### src/rtl/line_raster.sv
// rtl/line_raster.sv - eight-octant Bresenham line rasteriser with a stallable pixel stream
module line_raster #(
    parameter int COORD_W = 10,
    parameter int COLOR_W = 8
) (
    input  logic               clk,
    input  logic               reset,
    input  logic               start,
    input  logic               abort,
    input  logic [COORD_W-1:0] x0,
    input  logic [COORD_W-1:0] y0,
    input  logic [COORD_W-1:0] x1,
    input  logic [COORD_W-1:0] y1,
    input  logic [COLOR_W-1:0] color,
    output logic               busy,
    output logic               done,
    output logic               pix_valid,
    input  logic               pix_ready,
    output logic [COORD_W-1:0] pix_x,
    output logic [COORD_W-1:0] pix_y,
    output logic [COLOR_W-1:0] pix_color
);

    localparam int DW = COORD_W + 2;
    localparam int EW = COORD_W + 3;
    localparam logic [COORD_W-1:0] ONE = {{(COORD_W-1){1'b0}}, 1'b1};

    typedef enum logic [1:0] {
        IDLE,
        SETUP,
        DRAW
    } state_t;

    state_t state;
    state_t state_next;

    logic [COORD_W-1:0] start_x;
    logic [COORD_W-1:0] start_y;
    logic [COORD_W-1:0] end_x;
    logic [COORD_W-1:0] end_y;

    logic signed [DW-1:0] dx;
    logic signed [DW-1:0] dy;
    logic signed [DW-1:0] err;
    logic                 step_x_neg;
    logic                 step_y_neg;

    logic signed [DW-1:0] diff_x;
    logic signed [DW-1:0] diff_y;
    logic signed [DW-1:0] abs_x;
    logic signed [DW-1:0] abs_y;
    logic signed [EW-1:0] e2;
    logic signed [EW-1:0] dx_ext;
    logic signed [EW-1:0] dy_ext;
    logic signed [DW-1:0] err_next;
    logic                 move_x;
    logic                 move_y;
    logic                 handshake;
    logic                 at_end;
    logic                 done_next;

    assign diff_x = $signed({2'b00, end_x}) - $signed({2'b00, start_x});
    assign diff_y = $signed({2'b00, end_y}) - $signed({2'b00, start_y});
    assign abs_x  = diff_x[DW-1] ? -diff_x : diff_x;
    assign abs_y  = diff_y[DW-1] ? -diff_y : diff_y;

    // Both step decisions use the error term from before this beat's update.
    assign e2       = $signed({err, 1'b0});
    assign dx_ext   = $signed({dx[DW-1], dx});
    assign dy_ext   = $signed({dy[DW-1], dy});
    assign move_x   = (e2 >= dy_ext);
    assign move_y   = (e2 <= dx_ext);
    assign err_next = err + (move_x ? dy : '0) + (move_y ? dx : '0);

    assign handshake = (state == DRAW) && pix_ready;
    assign at_end    = (pix_x == end_x) && (pix_y == end_y);
    assign busy      = (state != IDLE);
    assign pix_valid = (state == DRAW);

    always_ff @(posedge clk or posedge reset) begin
        if (reset) begin
            state <= IDLE;
            done  <= 1'b0;
        end else begin
            state <= state_next;
            done  <= done_next;
        end
    end

    always_comb begin
        state_next = state;
        done_next  = 1'b0;
        case (state)
            IDLE: begin
                if (start) begin
                    state_next = SETUP;
                end
            end
            SETUP: begin
                state_next = abort ? IDLE : DRAW;
            end
            DRAW: begin
                // Abort wins the state even when the beat itself was accepted.
                if (abort) begin
                    state_next = IDLE;
                end else if (handshake && at_end) begin
                    state_next = IDLE;
                    done_next  = 1'b1;
                end
            end
            default: begin
                state_next = IDLE;
            end
        endcase
    end

    always_ff @(posedge clk or posedge reset) begin
        if (reset) begin
            start_x    <= '0;
            start_y    <= '0;
            end_x      <= '0;
            end_y      <= '0;
            pix_color  <= '0;
            pix_x      <= '0;
            pix_y      <= '0;
            dx         <= '0;
            dy         <= '0;
            err        <= '0;
            step_x_neg <= 1'b0;
            step_y_neg <= 1'b0;
        end else begin
            case (state)
                IDLE: begin
                    if (start) begin
                        start_x   <= x0;
                        start_y   <= y0;
                        end_x     <= x1;
                        end_y     <= y1;
                        pix_color <= color;
                    end
                end
                SETUP: begin
                    dx         <= abs_x;
                    dy         <= -abs_y;
                    err        <= abs_x - abs_y;
                    step_x_neg <= diff_x[DW-1];
                    step_y_neg <= diff_y[DW-1];
                    pix_x      <= start_x;
                    pix_y      <= start_y;
                end
                DRAW: begin
                    // The walk stays inside the endpoint bounding box, so steps never wrap.
                    if (handshake && !at_end) begin
                        err <= err_next;
                        if (move_x) begin
                            pix_x <= step_x_neg ? pix_x - ONE : pix_x + ONE;
                        end
                        if (move_y) begin
                            pix_y <= step_y_neg ? pix_y - ONE : pix_y + ONE;
                        end
                    end
                end
                default: begin
                end
            endcase
        end
    end

endmodule
### config.mk
export PLATFORM = sky130hd
export DESIGN_NAME = line_raster
export DESIGN_NICKNAME = d
export VERILOG_FILES = /design/src/rtl/line_raster.sv
export SDC_FILE = /design/constraint.sdc
export NUM_CORES = 1
export LEC_CHECK = 0
export ABC_AREA = 1
export CAP_MARGIN = 20
export CORE_MARGIN = 2
export CORE_UTILIZATION = 30
export CTS_BUF_LIST = sky130_fd_sc_hd__clkbuf_4 sky130_fd_sc_hd__clkbuf_8
export DETAILED_ROUTE_END_ITERATION = 8
export GPL_TIMING_DRIVEN = 0
export PLACE_DENSITY = 0.44
export SYNTH_ARGS = -nofsm -noshare
export SYNTH_HDL_FRONTEND = slang
export SYNTH_SLANG_ARGS = --single-unit
### constraint.sdc
create_clock -name clk -period 5.45 [get_ports clk]
set_clock_uncertainty 0.2 [all_clocks]
set_input_delay 0.545 -clock clk [delete_from_list [all_inputs] [get_ports clk]]
set_output_delay 0.545 -clock clk [all_outputs]
set_load 0.02 [all_outputs]
==> results.txt <==
Status = complete, no violations
Register area = 2728 µm²
DRC violations left = 0
Clk_lat worst skew = 0.43 ns
Clock-pin slew on the worst setup and hold paths = 0.12 ns
First-pass GRT wire length = 48,960 µm
FP Rows = 64
CP delay by family, top = simple AND/OR/NAND/NOR gates
Post-Syn Nets = 1,500
Syn Area/Cell = 7.039 µm²
Antenna viol nets, final = 0
CTS buffer count = 9
Crit path buffers/inverters = 5
GRT Util Overall = 19.26%
Area share of the largest cell type after synthesis = 28.86%
Post-synth ARST share = 100.0%
Crit share post-route = 90.01%
Area leader, netlist = dfrtp_1
Synth area leaders = dfrtp_1 (29%), nand2_1 (17%), ha_1 (12%), inv_1 (7.3%), nand3_1 (4.6%)
Worst-case clock buffer depth = 2
Wirelength per Cell = 16.73 µm
Die ar. = 32,950 µm²
Worst path required time = 5.56 ns
Synthesized area = 9453 µm²
I/O pin cnt = 84
Number of synthesized flops with an enable pin = 0
Layout Area Growth over Synthesis = 16.59%
Placed Area = 10,810 µm²
IO buf count = 83
Vias = 8,746
Core ar. = 30,830 µm²
Fill count = 3,363
Post-route cell area = 11,020 µm²
Clk sinks = 109
Area of the multi-input gates = 5862 µm²
Primary FF master, synth = dfrtp_1
RSZ-0062 raised after global routing = false
Vias per inst = 4.753
Setup violations, final = 0
Final min period = 4.905 ns
WL final = 30,780 µm
Slowest stage delay, CP = 0.44 ns
Crit path capture type = flop
Clk root buf = clkbuf_8
Max Cap Viol = 0
1st-iter DRT viols = 572
Final #Nets = 1,595
First drt pass iteration count = 5
Setup CP Type = flop to flop
H-Tree Depth = 3
Starting Density = 30.66%
Post-route setup TNS = 0 ns
CP arrival = 5.01 ns
TritonCTS clock tree = built
Post-synth cell types = 45
Number of global-route vias before repair = 8,659
Initial antenna violation count = 1
FF+latch count, synth = 109
Largest net degree at the start of global routing = 75
Total grt overflow = 0
Synth warnings = 0
Max Fanout on Critical Path = 10
Max Slew Vio Count = 0
Placer congestion estimate = 0.8453
Die X = 181.5 µm
Fraction of layout instances using a drive strength above 1 = 6.930%
Postcts setup bufs = 0
WHS = 0.2913 ns
Max frequency = 0.2039 GHz
Die height = 181.5 µm
Share of the yosys chip area belonging to registers = 28.86%
Min-Delay Path Class = primary input to asynchronous set/reset pin
Post-Synthesis Cells = 1,343
HPWL after DPL = 24,580 µm
Max-Slew Margin vs Limit = 36.33%
Final Hold Fails = 0
Slew @ Worst Pin = 0.9551 ns
Most Frequent Cell on Critical Path = nand2_1
Slowest cell on crit path = dfrtp_1
CP startpoint kind = flop
## per-stage QoR
step	setup WS, ns	cells	util, %
detailed placement	0.2024	1823	35.07
CTS	0.1769	1839	35.73
global route	0.03016	1839	35.74
global placement	-0.4046	1822	34.96
finish	0.5447	1840	35.75
floorplan	1.338	1343	-
## metal layers
metal,up-vias,GRT usage (%),wire length (µm)
li1,4511,-,-
met1,4076,26.14,14990
met2,139,32.12,14260
met3,20,2.848,1093
met4,0,4.846,438
met5,-,0,0
## state kept, by name, summed over array words and instances, names as in the netlist
register / cells
dy: 12
pix_y: 10
dx: 12
pix_x: 10
end_y: 10
state: 2
err: 12
start_y: 10
start_x: 10
end_x: 10
done: 1
step_y_neg: 1
step_x_neg: 1
pix_color: 8
## worst reg2reg max path, delay by kind of cell, from the launching register on
kind	cells	cell delay (ns)
AOI/OAI and AO/OA	2	0.16
and+or+nand+nor	20	1.99
DFF	1	0.44
buffers and inverters	5	0.65
adders and majority gates	4	1.40
## cell type report
type	count	area share (%)
antenna	1	0.02271
multi-input combinational	1010	53.19
clock buffer	10	1.192
inverter	197	6.755
sequential	109	24.75
clock inverter	6	0.6471
timing repair buffer	84	7.788
buffer	27	1.158
tap	396	4.496
## synthesized netlist by cell type (4+ instances only)
| master | instances |
|---|---|
| clkbuf_1 | 20 |
| inv_1 | 185 |
| o21ai_0 | 86 |
| nand3_2 | 9 |
| nor2_1 | 61 |
| nand2_1 | 434 |
| o21ai_1 | 10 |
| a31oi_1 | 7 |
| inv_2 | 11 |
| a21oi_2 | 4 |
| nor4_1 | 4 |
| nand3_1 | 86 |
| nor2_2 | 7 |
| fa_1 | 17 |
| nor3_1 | 9 |
| nand2_2 | 20 |
| a21oi_1 | 54 |
| dfrtp_1 | 109 |
| nand3b_1 | 4 |
| ha_1 | 87 |
| xnor2_1 | 21 |
| nand2_4 | 5 |
| nand4_1 | 20 |
| o221ai_1 | 4 |
| or2_2 | 8 |
| xor2_1 | 22 |
| o2111ai_1 | 5 |
## final timing paths
kind | from | endpoint | slack [ns] | depth (start not counted)
max reg2reg | err[11] | err[9] | 0.54 | 31
min reg2reg | pix_color[0] | pix_color[0] | 0.30 | 2
min | reset | err[10] | 0.29 | 2
max in group asynchronous | reset | start_y[5] | 4.01 | 3
max | err[11] | err[9] | 0.54 | 31
min in group clk | pix_color[0] | pix_color[0] | 0.30 | 2
## what timing repair did
action                     4_1_cts  5_1_grt
setup endpoints to repair        0        1
gates resized for setup          0        4
hold buffers                     0        0
hold endpoints to repair         0        0
## placed cells by master (no fill, tap or decap), types with 5 or more instances in the layout
master | synthesis | routed
a21oi_1 | 54 | 54
a31oi_1 | 7 | 7
clkbuf_1 | 20 | 19
clkbuf_8 | 0 | 9
clkdlybuf4s50_1 | 0 | 83
dfrtp_1 | 109 | 109
fa_1 | 17 | 17
ha_1 | 87 | 87
inv_1 | 185 | 184
inv_2 | 11 | 11
nand2_1 | 434 | 434
nand2_2 | 20 | 20
nand2_4 | 5 | 5
nand3_1 | 86 | 86
nand3_2 | 9 | 9
nand4_1 | 20 | 20
nor2_1 | 61 | 61
nor2_2 | 7 | 7
nor3_1 | 9 | 9
o2111ai_1 | 5 | 5
o21ai_0 | 86 | 86
o21ai_1 | 10 | 10
or2_2 | 8 | 8
xnor2_1 | 21 | 21
xor2_1 | 22 | 22
## kinds of logic (layout without fill, tap and decap cells)
kind of cell    after synthesis  count (layout)  share of synthesized area (%)
buf+inv                     224             324                          9.133
flops                       109             109                          28.86
xor+xnor                     44              44                          4.156
compound gates              185             185                          10.95
simple gates                677             677                          31.79
fa+ha+maj                   104             104                          15.12
other cells                   0               1                              0
Power is left out: the tool's default activity adds up to more than one toggle a clock period on the data nets, which glitch-free logic cannot reach.
